<file path="config.mk">
export PLATFORM = sky130hd
export DESIGN_NAME = ns_txpkt_sequencer
export DESIGN_NICKNAME = d
export VERILOG_FILES = /design/src/rtl/ns_txpkt_pkg.sv /design/src/rtl/ns_txpkt_beatgen.sv /design/src/rtl/ns_txpkt_sequencer.sv
export SDC_FILE = /design/constraint.sdc
export NUM_CORES = 1
export LEC_CHECK = 0
export CELL_PAD_IN_SITES_DETAIL_PLACEMENT = 1
export CELL_PAD_IN_SITES_GLOBAL_PLACEMENT = 2
export CORE_AREA = 2 2 263 265
export CTS_CLUSTER_DIAMETER = 50
export CTS_CLUSTER_SIZE = 24
export DETAILED_ROUTE_END_ITERATION = 16
export DIE_AREA = 0 0 265 267
export PLACE_DENSITY = 0.94
export SLEW_MARGIN = 20
export SYNTH_ARGS = -nofsm -noshare
export SYNTH_HDL_FRONTEND = slang
export SYNTH_SLANG_ARGS = --single-unit
</file>
<file path="constraint.sdc">
create_clock -name clk -period 15.5 [get_ports clk]
set_clock_uncertainty 0.15 [all_clocks]
set_input_delay 4.65 -clock clk [delete_from_list [all_inputs] [get_ports clk]]
set_output_delay 4.65 -clock clk [all_outputs]
set_load 0.01 [all_outputs]
</file>
<file path="src/rtl/ns_txpkt_pkg.sv">
// ns_txpkt_pkg
//   Shared definitions for the CMAC transmit packet sequencer and the tx
//   packet-size monitor: packet byte lengths, beat counts, type codes, the
//   sequencer state enum and the keep mask of the FC final beat.
package ns_txpkt_pkg;

  // Stream geometry: only a 512-bit (64-byte) beat is supported.
  localparam int TX_DW = 512;
  localparam int TX_KW = TX_DW / 8;

  // Packet lengths in bytes, header included.
  localparam int FD_BYTES = 4160;
  localparam int MD_BYTES = 192;
  localparam int FC_BYTES = 68;

  // Packet lengths in beats.
  localparam int FD_BEATS = 65;
  localparam int MD_BEATS = 3;
  localparam int FC_BEATS = 2;

  // Header type codes (byte 0 of beat 0).
  localparam logic [7:0] TYPE_FD = 8'd1;
  localparam logic [7:0] TYPE_MD = 8'd2;
  localparam logic [7:0] TYPE_FC = 8'd3;

  // FC ends with a 4-byte beat.
  localparam logic [TX_KW-1:0] FC_LAST_TKEEP = {{(TX_KW-4){1'b0}}, 4'hF};

  typedef enum logic [1:0] {
    ST_IDLE = 2'd0,
    ST_FD   = 2'd1,
    ST_MD   = 2'd2,
    ST_FC   = 2'd3
  } state_t;

  // Type code carried in the header for a given packet state.
  function automatic logic [7:0] type_code(input state_t st);
    case (st)
      ST_FD:   return TYPE_FD;
      ST_MD:   return TYPE_MD;
      ST_FC:   return TYPE_FC;
      default: return 8'd0;
    endcase
  endfunction

  // Index of the final beat (the tlast beat) of a packet.
  function automatic logic [6:0] last_beat(input state_t st);
    case (st)
      ST_FD:   return 7'(FD_BEATS - 1);
      ST_MD:   return 7'(MD_BEATS - 1);
      ST_FC:   return 7'(FC_BEATS - 1);
      default: return 7'd0;
    endcase
  endfunction

endpackage

</file>
<file path="src/rtl/ns_txpkt_beatgen.sv">
// ns_txpkt_beatgen
//   Combinational beat formatter: given the packet state, frame number,
//   packet index within the frame and beat index within the packet, produces
//   the tdata/tkeep/tlast of that beat. The top registers the result.
// Ports:
//   state   in   packet type being formatted (ST_IDLE yields an all-zero beat)
//   frame   in   32-bit frame number f
//   pkt_idx in   packet index within the frame
//   beat    in   beat index within the packet (0 = header)
//   tdata   out  beat data
//   tkeep   out  byte enables
//   tlast   out  final beat of the packet
module ns_txpkt_beatgen
  import ns_txpkt_pkg::*;
(
  input  state_t             state,
  input  logic [31:0]        frame,
  input  logic [15:0]        pkt_idx,
  input  logic [6:0]         beat,
  output logic [TX_DW-1:0]   tdata,
  output logic [TX_KW-1:0]   tkeep,
  output logic               tlast
);

  always_comb begin
    // NOTE: every output gets a default first so no path can infer a latch.
    tdata = '0;
    tkeep = '0;
    tlast = 1'b0;
    if (state != ST_IDLE) begin
      tkeep = '1;
      tlast = (beat == last_beat(state));
      if (beat == 7'd0) begin
        // Header: type, frame, packet index; every other byte zero.
        tdata[7:0]   = type_code(state);
        tdata[63:32] = frame;
        tdata[95:64] = {16'd0, pkt_idx};
      end else begin
        case (state)
          ST_FD: begin
            for (int l = 0; l < TX_DW / 32; l++) begin
              tdata[32*l +: 32] = {frame[15:0], 9'd0, beat};
            end
          end
          ST_MD: begin
            for (int l = 0; l < TX_DW / 32; l++) begin
              tdata[32*l +: 32] = frame;
            end
          end
          ST_FC: begin
            tdata[31:0] = frame + 32'd1;
            tkeep       = FC_LAST_TKEEP;
          end
          default: ;
        endcase
      end
    end
  end

endmodule

</file>
<file path="src/rtl/ns_txpkt_sequencer.sv">
// ns_txpkt_sequencer
//   Emits the CMAC transmit stream as, per frame, fd_per_frame FD packets, one
//   MD packet and one FC packet, for frame_count frames. All outputs are
//   registered; the next beat is formatted from the next position and loaded
//   on every handshake, so the stream has no bubbles at full tready.
// Ports:
//   clk, resetn      clock, synchronous active-low reset
//   start            pulse; accepted only when idle and frame_count != 0
//   frame_count      frames per run, sampled on accepted start
//   fd_per_frame     FD packets per frame, sampled on accepted start
//   busy             accepted start until the final beat handshakes
//   frames_sent      frames completed in the current/last run
//   axis_tx_*        AXI-Stream master toward the CMAC tx port
module ns_txpkt_sequencer
  import ns_txpkt_pkg::*;
#(
  parameter int DW = TX_DW
) (
  input  logic              clk,
  input  logic              resetn,
  input  logic              start,
  input  logic [31:0]       frame_count,
  input  logic [15:0]       fd_per_frame,
  output logic              busy,
  output logic [31:0]       frames_sent,
  output logic [DW-1:0]     axis_tx_tdata,
  output logic [DW/8-1:0]   axis_tx_tkeep,
  output logic              axis_tx_tlast,
  output logic              axis_tx_tvalid,
  input  logic              axis_tx_tready
);

  // Position of the beat currently presented on the stream.
  state_t      state_q;
  logic [31:0] frame_q;
  logic [15:0] pkt_q;
  logic [6:0]  beat_q;

  // Run parameters captured on accepted start.
  logic [31:0] frames_total_q;
  logic [15:0] fd_n_q;

  // Next position and control.
  state_t      st_n;
  logic [31:0] fr_n;
  logic [15:0] pk_n;
  logic [6:0]  bt_n;
  logic        load;
  logic        start_ok;
  logic        sent_inc;

  logic [TX_DW-1:0] gen_data;
  logic [TX_KW-1:0] gen_keep;
  logic             gen_last;

  always_comb begin
    load     = 1'b0;
    start_ok = 1'b0;
    sent_inc = 1'b0;
    st_n     = state_q;
    fr_n     = frame_q;
    pk_n     = pkt_q;
    bt_n     = beat_q;
    if (state_q == ST_IDLE) begin
      if (start && (frame_count != 32'd0)) begin
        start_ok = 1'b1;
        load     = 1'b1;
        st_n     = (fd_per_frame != 16'd0) ? ST_FD : ST_MD;
        fr_n     = 32'd0;
        pk_n     = 16'd0;
        bt_n     = 7'd0;
      end
    end else if (axis_tx_tvalid && axis_tx_tready) begin
      load = 1'b1;
      if (!axis_tx_tlast) begin
        bt_n = beat_q + 7'd1;
      end else begin
        // End of packet: next packet starts at its header beat.
        bt_n = 7'd0;
        pk_n = pkt_q + 16'd1;
        case (state_q)
          ST_FD: if (pkt_q + 16'd1 == fd_n_q) st_n = ST_MD;
          ST_MD: st_n = ST_FC;
          ST_FC: begin
            sent_inc = 1'b1;
            pk_n     = 16'd0;
            fr_n     = frame_q + 32'd1;
            if (frame_q + 32'd1 == frames_total_q) st_n = ST_IDLE;
            else st_n = (fd_n_q != 16'd0) ? ST_FD : ST_MD;
          end
          default: ;
        endcase
      end
    end
  end

  ns_txpkt_beatgen u_beatgen (
    .state   (st_n),
    .frame   (fr_n),
    .pkt_idx (pk_n),
    .beat    (bt_n),
    .tdata   (gen_data),
    .tkeep   (gen_keep),
    .tlast   (gen_last)
  );

  always_ff @(posedge clk) begin
    // NOTE: sequential state uses non-blocking assignments only, so every
    // register samples pre-edge values regardless of statement order.
    if (!resetn) begin
      state_q        <= ST_IDLE;
      frame_q        <= '0;
      pkt_q          <= '0;
      beat_q         <= '0;
      frames_total_q <= '0;
      fd_n_q         <= '0;
      busy           <= 1'b0;
      frames_sent    <= '0;
      axis_tx_tdata  <= '0;
      axis_tx_tkeep  <= '0;
      axis_tx_tlast  <= 1'b0;
      axis_tx_tvalid <= 1'b0;
    end else begin
      // Without a load the presented beat holds until it handshakes.
      if (load) begin
        state_q        <= st_n;
        frame_q        <= fr_n;
        pkt_q          <= pk_n;
        beat_q         <= bt_n;
        busy           <= (st_n != ST_IDLE);
        axis_tx_tvalid <= (st_n != ST_IDLE);
        axis_tx_tdata  <= gen_data;
        axis_tx_tkeep  <= gen_keep;
        axis_tx_tlast  <= gen_last;
      end
      if (start_ok) begin
        frames_total_q <= frame_count;
        fd_n_q         <= fd_per_frame;
        frames_sent    <= '0;
      end else if (sent_inc) begin
        frames_sent    <= frames_sent + 32'd1;
      end
    end
  end

endmodule

</file>
==> results_dict.tcl, run 1 <==
set metrics [dict create \
    status "finished clean" \
    synth_flop_cell "dfxtp_1" \
    dr.pass1.iters 5 \
    antenna_found_initial 7 \
    ctsResizeCount 0 \
    netlist_area_um2 16800 \
    drc_errors 0 \
    n_fill_cell 7923 \
    setup_violations 0 \
    num_rows 96 \
    hold_viol 0 \
    cp_max_fo 24 \
    synth-simple-area-share_pct 21.3 \
    insertion_delay_ps 560 \
    routedWlPerCell_um 22.6 \
    worst_slew_pin_slew_ps 1080 \
    fin_area_um2 22000 \
    numPortBuffers 662 \
    final_layout_size_suffix_gt1_share_pct 4.77 \
    crit_top_cell "nand2_1" \
    cellPowerDensity_nw_per_um2 75.8 \
    p_leak_nw 7.24 \
    place.gp.congestion 0.895 \
    cts_buffer_depth 3 \
    timing.fmax_mhz 111 \
    rrSetupSlack_ps 8750 \
    start_util_pct 24.8 \
    drt-total-wl_mm 72.5 \
    htree_num_levels 2 \
    grt-ovfl-total 0 \
    slew_violations 0 \
    hold_path.class "flop to flop" \
    fp.dieW_um 265 \
    multi_input_area_um2 7760 \
    ant_nets 0 \
    worstHoldStart "axis_tx_tdata[17]" \
    finalSetupTns_ps 0 \
    synth_top_family_by_area "buffers and inverters" \
    cp-start-kind "primary input" \
    yosys.area_share.adder_pct 0.891 \
    synth_compound_gate_area_share_pct 16.0 \
    synth-async-reset-ratio_pct 0 \
    max_cap_violations 0 \
    drt_iter0_drc 1103 \
    cpMaxStageDelayCell "and3_1" \
    ys_ff_latch 252 \
    cts_made_buffers 37 \
    endpoint_kind "flop" \
    cts_setup_buffers 0 \
    period_share_pct 58.0 \
    dpl.hpwl_mm 55.8 \
    cts_tree "built" \
    path_clk_slew_ps 60 \
    die_area_um2 70800 \
    synthDistinctLibCells 81 \
    layout_common_cells "662 x clkdlybuf4s50_1, 265 x nand2_1, 251 x dfxtp_1" \
    synthXorXnorAreaFrac_pct 7.17 \
    crit_path_end "axis_tx_tdata[30]" \
    die_h_um 267 \
    placed_area_um2 20700 \
    cp_data_required_time_ps 15810 \
    slowest_delay_ps 670 \
    grt_pass1_vias 15684 \
    coreArea_um2 68000 \
    r2r-start "frame_q[0]" \
    critical_path.startpoint "axis_tx_tready" \
    seq_area_frac_synth_pct 29.9 \
    crit_type "primary input to flop" \
    yosysWarnings 0 \
    syn_nets 2237 \
    hold_buffers 0 \
    cp.arrival_ps 9310 \
    syn_area_per_cell_um2 7.75 \
    slew_headroom_pct 27.6 \
    r2r_cells 15 \
    area.growth.synth_to_final_pct 30.6 \
    rr_endpoint "axis_tx_tdata[37]" \
    io_pins 663 \
    vdd_ir_drop_max_mv 0.0582 \
    grt_max_degree 99 \
    track_usage_pct 19.4 \
    grt_pass1_wl_mm 106 \
    dr_total_vias 16021 \
    syn_inst 2173 \
    nets 2362 \
    synth.area.mux_share_pct 0.379 \
    regArea_um2 5050 \
    layout_min_cycle_time_ps 8990 \
    root_buffer "clkbuf_16" \
    final_common_cell "clkdlybuf4s50_1" \
    rsz0062_at_grt "false" \
    avgViaCountPerCell 4.99 \
    path_cells "clkdlybuf4s50_1, and3_1, nand2_1, buf_4, o21ai_1, ha_1, o31ai_1, nor3_1, nand4_1, nor2b_1, nand2_1, o31a_1, a221oi_2" \
    cts_sinks 252 \
    synth_edf_count 0 \
]
==> per-layer routing <==
metal	GRT usage [%]	wire [um]
met5	0	77
met4	6.31	2330
met3	4.10	5040
met2	33.6	35500
met1	23.9	29600
==> metrics by stage <==
stage | power (mW) | instances | setup slack [ps] | utilization [%] | hold slack [ps]
4_1_cts | 1.69 | 3207 | 6580 | 32.3 | 317
6_report | 1.67 | 3209 | 6510 | 32.4 | 310
2_1_floorplan | 0.770 | 2173 | 7360 | - | 298
3_5_place_dp | 0.826 | 3141 | 6010 | 30.5 | 301
3_3_place_gp | 0.822 | 3141 | 6110 | 30.5 | 298
5_1_grt | 1.72 | 3207 | 6230 | 32.4 | 341
==> synthesized netlist by cell type (all sizes together), types with 8 or more instances <==
| master | n | area (um^2) |
|---|---|---|
| a21oi | 161 | 817 |
| xnor2 | 70 | 613 |
| nor2 | 125 | 469 |
| nand3 | 59 | 300 |
| nor3 | 55 | 302 |
| a31oi | 14 | 87.6 |
| nand2b | 9 | 56.3 |
| buf | 500 | 3650 |
| inv | 20 | 75.1 |
| and3 | 25 | 156 |
| nor4 | 48 | 328 |
| xor2 | 68 | 596 |
| o21a | 12 | 90.1 |
| and2 | 40 | 250 |
| a22o | 22 | 193 |
| o21ai | 73 | 365 |
| a22oi | 54 | 405 |
| ha | 12 | 150 |
| a211oi | 10 | 75.1 |
| nand2 | 266 | 1000 |
| clkbuf | 94 | 353 |
| or3 | 12 | 75.1 |
| dfxtp | 252 | 5040 |
| nand4 | 45 | 297 |
| o31ai | 8 | 60.1 |
| and4 | 14 | 123 |
| a2bb2oi | 8 | 70.1 |
==> worst max-delay path, delay by kind of cell <==
family	cells	cell delay, ps
AOI/OAI and AO/OA	4	1320
buffers and inverters	2	870
adders and majority gates	1	350
and+or+nand+nor	6	2100
==> state kept, by name, summed over array words and instances (netlist names), 7 cells and up <==
name,count
axis_tx_tdata,112
frame_q,32
fd_n_q,16
frames_total_q,32
pkt_q,16
beat_q,7
frames_sent,32
==> cell type report <==
class,instances,area share (%)
clock inverter,22,1.01
inverter,20,0.364
tap,882,5.02
sequential,252,22.9
multi-input combinational,1307,35.3
antenna,2,0.0227
timing repair buffer,680,30.7
clock buffer,44,4.66
==> power by group <==
part,internal (mW),leakage (nW),total (mW),switching (mW)
combinational,0.0573,4.59,0.140,0.0832
sequential,0.656,2.04,0.671,0.0144
clock,0.493,0.609,0.856,0.364
total,1.21,7.24,1.67,0.462
==> cells by family after synthesis <==
family,count (synthesis)
AND/OR/NAND/NOR,728
XOR/XNOR,138
buffers and inverters,614
AO/OA/AOI/OAI,423
multiplexers,6
flip-flops,252
adder cells (fa/ha/maj),12
==> worst min-delay path by stage <==
stage | slack, ps | to | cells after the start
detailed placement | 300 | axis_tx_tdata[13] | 2
floorplan | 300 | frames_total_q[10] | 2
global route | 340 | frames_total_q[17] | 2
finish | 310 | axis_tx_tdata[17] | 2
global placement | 300 | axis_tx_tdata[23] | 2
CTS | 320 | axis_tx_tdata[17] | 2
(Power assumes the default switching activity.)
==> run 2, diff against run 1 <==
--- a/config.mk
+++ b/config.mk
@@ -7,12 +7,12 @@
 export LEC_CHECK = 0
 export CELL_PAD_IN_SITES_DETAIL_PLACEMENT = 1
 export CELL_PAD_IN_SITES_GLOBAL_PLACEMENT = 2
-export CORE_AREA = 2 2 263 265
+export CORE_AREA = 2 2 280 282
 export CTS_CLUSTER_DIAMETER = 50
 export CTS_CLUSTER_SIZE = 24
 export DETAILED_ROUTE_END_ITERATION = 16
-export DIE_AREA = 0 0 265 267
-export PLACE_DENSITY = 0.94
+export DIE_AREA = 0 0 282 284
+export PLACE_DENSITY = 0.88
 export SLEW_MARGIN = 20
 export SYNTH_ARGS = -nofsm -noshare
 export SYNTH_HDL_FRONTEND = slang
==> constraint.sdc (replaced) <==
create_clock -name clk -period 7.2 [get_ports clk]
set_clock_uncertainty 0.15 [all_clocks]
set_input_delay 2.16 -clock clk [delete_from_list [all_inputs] [get_ports clk]]
set_output_delay 2.16 -clock clk [all_outputs]
set_load 0.01 [all_outputs]
==> run 2 against run 1 <==
  * Setup slack lost 5300 ps
  * Flip-flop and latch count is the same
  * Critical path depth grew 3
  * Clock power grew 120%
  * Cell area grew 1.6%
  * Die area grew 13%
  * Hold slack is essentially flat
  * Total power grew 120%
  * Global-route usage shrank 2.2 points
  * Final cell count grew 5.4%
  * Combinational power grew 120%
  * Via count shrank 1.5%
  * Critical endpoint unchanged
  * Largest power group unchanged
==> results_dict.tcl, run 2 (synthesized netlist as in run 1, its figures left out) <==
set metrics [dict create \
    cp_top_family "simple AND/OR/NAND/NOR gates" \
    critPathBufInv 3 \
    grt_pass1_vias 15094 \
    slew_headroom_pct 28.5 \
    p_leak_nw 7.35 \
    finalSetupTns_ps 0 \
    setup_violations 0 \
    fp.dieW_um 282 \
    htree_num_levels 2 \
    crit_type "flop to flop" \
    largest_register_ffs 112 \
    intPower_mw 2.62 \
    cellPowerDensity_nw_per_um2 164 \
    p_seq_share_pct 39.4 \
    swShare_pct 28.4 \
    final_layout_size_suffix_gt1_share_pct 5.55 \
    die_area_um2 80100 \
    avgViaCountPerCell 4.67 \
    io_pins 663 \
    area.growth.synth_to_final_pct 32.7 \
    nets 2379 \
    path_cells "ha_1, nand4_1, buf_4, nor4_1, xnor2_1, or4_1, or4_1, and4bb_2, a21oi_1, inv_1, ha_1, buf_4, a22o_1, a22oi_1, o31a_1, a221oi_2" \
    pwr-share-clk_pct 52.3 \
    worstHoldStart "axis_tx_tdata[4]" \
    coreArea_um2 77000 \
    multi_input_area_um2 7750 \
    path_clk_slew_ps 70 \
    combPwrFrac_pct 8.3 \
    max_cap_violations 0 \
    numPortBuffers 662 \
    hold_ws_ps 310 \
    dpl.hpwl_mm 56.5 \
    cts_setup_buffers 0 \
    cpMaxStageDelayCell "nor4_1" \
    routedWlPerCell_um 21.5 \
    dr_total_vias 15788 \
    hold_buffers 0 \
    layout_common_cells "661 x clkdlybuf4s50_1, 265 x nand2_1, 251 x dfxtp_1" \
    vdd_ir_drop_max_mv 0.125 \
    regArea_um2 5050 \
    fin_ws_ps 1190 \
    endpoint_kind "flop" \
    hold_path.class "flop to flop" \
    layout_min_cycle_time_ps 6010 \
    root_buffer "clkbuf_16" \
    n_fill_cell 9200 \
    worst_slew_pin_slew_ps 1060 \
    die_h_um 284 \
    grt_max_degree 111 \
    r2r-start "frame_q[0]" \
    cp_data_required_time_ps 7520 \
    p_sw_mw 1.04 \
    hold_viol 0 \
    ant_nets 0 \
    slew_violations 0 \
    num_rows 102 \
    drt-total-wl_mm 72.6 \
    grt_pass1_wl_mm 105 \
    ctsResizeCount 0 \
    dr.pass1.iters 5 \
    cp.arrival_ps 6340 \
    pre_cts_ws_ps 664 \
    grt-ovfl-total 0 \
    cp-start-kind "flop" \
    period_share_pct 83.5 \
    track_usage_pct 17.2 \
    critical_path.startpoint "frame_q[0]" \
    regMostFlops "axis_tx_tdata" \
    antenna_found_initial 7 \
    place.gp.congestion 0.874 \
    cts_buffer_depth 3 \
    cp_max_fo 21 \
    timing.fmax_mhz 166 \
    drc_errors 0 \
    final_common_cell "clkdlybuf4s50_1" \
    drt_iter0_drc 1082 \
    cts_sinks 252 \
    status "finished clean" \
    slowest_delay_ps 800 \
    num_antenna_cells 0 \
    insertion_delay_ps 570 \
    start_util_pct 21.9 \
    cts_made_buffers 37 \
    rsz0062_at_grt "false" \
    cts_tree "built" \
]
-- run 2: cell count changes in the layout (fill, tap and decap cells not counted), sizes merged, moves of 2 or more --
cell    delta
clkbuf     -3
buf       +18
diode      -2
inv        +3
-- run 2: worst min-delay path: stages, from the launching register on --
cell and delay (ps):
dfxtp_1 310, nand2_1 50, a21oi_1 50
-- run 2: layout make-up --
type	count	share of cell area [%]
Multi-Input combinational cell	1307	34.7
Timing Repair Buffer	697	30.8
Sequential cell	252	22.6
Tap cell	1040	5.82
Clock buffer	41	4.39
Clock inverter	26	1.37
Inverter	20	0.347
-- run 2: path summary, 6_finish.rpt --
path	end	slack, ps	depth (start not counted)
max	axis_tx_tdata[30]	1190	16
min	axis_tx_tdata[4]	310	2
max reg2reg	axis_tx_tdata[30]	1190	16
min reg2reg	axis_tx_tdata[4]	310	2
-- run 2: metrics by stage --
step / cells / utilization [%] / total power, mW / area, um^2
2_1_floorplan: 2173 / - / 1.66 / 16800
3_3_place_gp: 3316 / 27.4 / 1.78 / 21100
3_5_place_dp: 3316 / 27.4 / 1.78 / 21100
4_1_cts: 3383 / 29.1 / 3.70 / 22400
5_1_grt: 3383 / 29.1 / 3.78 / 22400
6_report: 3383 / 29.1 / 3.66 / 22400
-- run 2: metal layers --
| layer | global-route usage (%) | routed length [um] |
|---|---|---|
| met5 | 0 | 87 |
| met4 | 5.51 | 2360 |
| met3 | 3.83 | 5460 |
| met2 | 29.2 | 34700 |
| met1 | 21.4 | 30000 |
-- run 2: power groups by stage --
stage	sequential, mW	clock, mW	combinational [mW]
after floorplan	1.46	0	0.195
after global placement	1.47	0	0.306
after detailed placement	1.47	0	0.308
after CTS	1.44	1.95	0.309
after global routing	1.45	2.01	0.330
final	1.44	1.92	0.305
==> run 3, diff against run 2 <==
--- a/config.mk
+++ b/config.mk
@@ -7,12 +7,12 @@
 export LEC_CHECK = 0
 export CELL_PAD_IN_SITES_DETAIL_PLACEMENT = 1
 export CELL_PAD_IN_SITES_GLOBAL_PLACEMENT = 2
-export CORE_AREA = 2 2 280 282
+export CORE_AREA = 2 2 268 270
 export CTS_CLUSTER_DIAMETER = 50
 export CTS_CLUSTER_SIZE = 24
 export DETAILED_ROUTE_END_ITERATION = 16
-export DIE_AREA = 0 0 282 284
-export PLACE_DENSITY = 0.88
+export DIE_AREA = 0 0 270 272
+export PLACE_DENSITY = 0.91
 export SLEW_MARGIN = 20
 export SYNTH_ARGS = -nofsm -noshare
 export SYNTH_HDL_FRONTEND = slang
==> constraint.sdc (replaced) <==
create_clock -name clk -period 5.9 [get_ports clk]
set_clock_uncertainty 0.15 [all_clocks]
set_input_delay 1.77 -clock clk [delete_from_list [all_inputs] [get_ports clk]]
set_output_delay 1.77 -clock clk [all_outputs]
set_load 0.01 [all_outputs]
==> run 3 against run 2 <==
  * Setup slack worse by 740 ps
  * Clock power increased by 16%
  * Count of clock-buffer cells in the layout is 1 lower
  * Non-clock buffer count is 113 higher
==> results_dict.tcl, run 3 (synthesized netlist as in run 1, its figures left out) <==
set metrics [dict create \
    status "finished clean" \
    largest_register_ffs 112 \
    die_h_um 272 \
    area.growth.synth_to_final_pct 37.2 \
    n_fill_cell 8388 \
    cp.arrival_ps 5800 \
    place.gp.congestion 0.899 \
    grt-ovfl-total 0 \
    drt_iter0_drc 963 \
    root_buffer "clkbuf_16" \
    dr_wl_met2_mm 34.8 \
    vdd_ir_drop_max_mv 0.178 \
    ctsResizeCount 0 \
    wl_met3_mm 5.32 \
    slew_headroom_pct 40.8 \
    period_share_pct 92.5 \
    dr_total_vias 16071 \
    antenna_found_initial 5 \
    num_rows 98 \
    cts_tree "built" \
    coreArea_um2 70800 \
    cts_setup_buffers 0 \
    numPortBuffers 662 \
    dpl.hpwl_mm 56.9 \
    hold_ws_ps 306 \
    pre_cts_ws_ps -158 \
    crit_type "flop to flop" \
    final_common_cell "clkdlybuf4s50_1" \
    start_util_pct 23.8 \
    die_area_um2 73400 \
    grt_max_degree 64 \
    grt_pass1_vias 15626 \
    cts_sinks 252 \
    hold_viol 0 \
    slew_violations 0 \
    cts_buffer_depth 3 \
    hold_buffers 0 \
    cp_data_required_time_ps 6240 \
    fp.dieW_um 270 \
    layout_common_cells "661 x clkdlybuf4s50_1, 265 x nand2_1, 251 x dfxtp_1" \
    io_pins 663 \
    m1WireLength_mm 30.1 \
    htree_num_levels 2 \
    rsz0062_at_grt "false" \
    regArea_um2 5050 \
    final_cells 3406 \
    insertion_delay_ps 570 \
    final_layout_size_suffix_gt1_share_pct 9.82 \
    p_leak_nw 7.90 \
    regMostFlops "axis_tx_tdata" \
    dr.pass1.iters 5 \
    cp_max_fo 12 \
    max_cap_violations 0 \
    path_clk_slew_ps 70 \
    cellPowerDensity_nw_per_um2 190 \
    hold_path.class "flop to flop" \
    fin_ws_ps 445 \
    worst_slew_pin_slew_ps 879 \
    top_layer "met5" \
    drc_errors 0 \
    layout_min_cycle_time_ps 5460 \
    track_usage_pct 18.5 \
    timing.fmax_mhz 183 \
    multi_input_area_um2 7740 \
    endpoint_kind "flop" \
    cts_made_buffers 36 \
    final_util_pct 32.7 \
    p_total_mw 4.39 \
    grt_pass1_wl_mm 105 \
    drt-total-wl_mm 72.2 \
    ant_nets 0 \
    setup_violations 0 \
    placedCellCount 3339 \
    avgViaCountPerCell 4.72 \
    routedWlPerCell_um 21.2 \
    nets 2491 \
    cp-start-kind "flop" \
]
==> run 3: where the power goes <==
part	internal (mW)	switching, mW	total, mW
registers	1.72	0.0356	1.76
logic	0.175	0.221	0.396
clock network	1.28	0.953	2.23
total	3.18	1.21	4.39
==> run 3: stage by stage <==
stage               cell area [um^2]  TNS, ps
floorplan                      16800        0
global placement               21900    -6.97
detailed placement             21900    -1530
CTS                            23100        0
global route                   23100        0
finish                         23100        0
==> run 3: final timing paths <==
check | startpoint | endpoint | slack (ps) | depth (start not counted)
max | frame_q[2] | axis_tx_tdata[45] | 440 | 14
min | axis_tx_tdata[19] | axis_tx_tdata[19] | 310 | 2
max reg2reg | frame_q[2] | axis_tx_tdata[45] | 440 | 14
min reg2reg | axis_tx_tdata[19] | axis_tx_tdata[19] | 310 | 2
==> run 3: worst max-delay path: stages, from the launching register on <==
cell,delay [ps]
dfxtp_1,570
nand3_1,540
nor4_1,700
nand2_1,170
xnor2_1,160
or4_1,520
or4_1,440
and4bb_2,430
a21oi_1,190
inv_1,200
ha_1,260
inv_1,90
a21boi_1,660
a22oi_1,160
nor2_1,130
==> run 3: layer usage <==
metal,up-vias,GRT usage (%)
li1,7573,-
met1,7817,22.8
met5,-,0
met4,8,5.32
met2,575,31.9
met3,98,4.75
==> run 3: final cells by class <==
type                    count  share of cell area [%]
flip-flops and latches    252                    21.8
well taps                 950                    5.14
diodes                      2                  0.0217
clock inverters            25                    1.14
multi-input cells        1307                    33.5
clock buffers              40                    4.18
repair buffers            810                    33.8
inverters                  20                   0.336
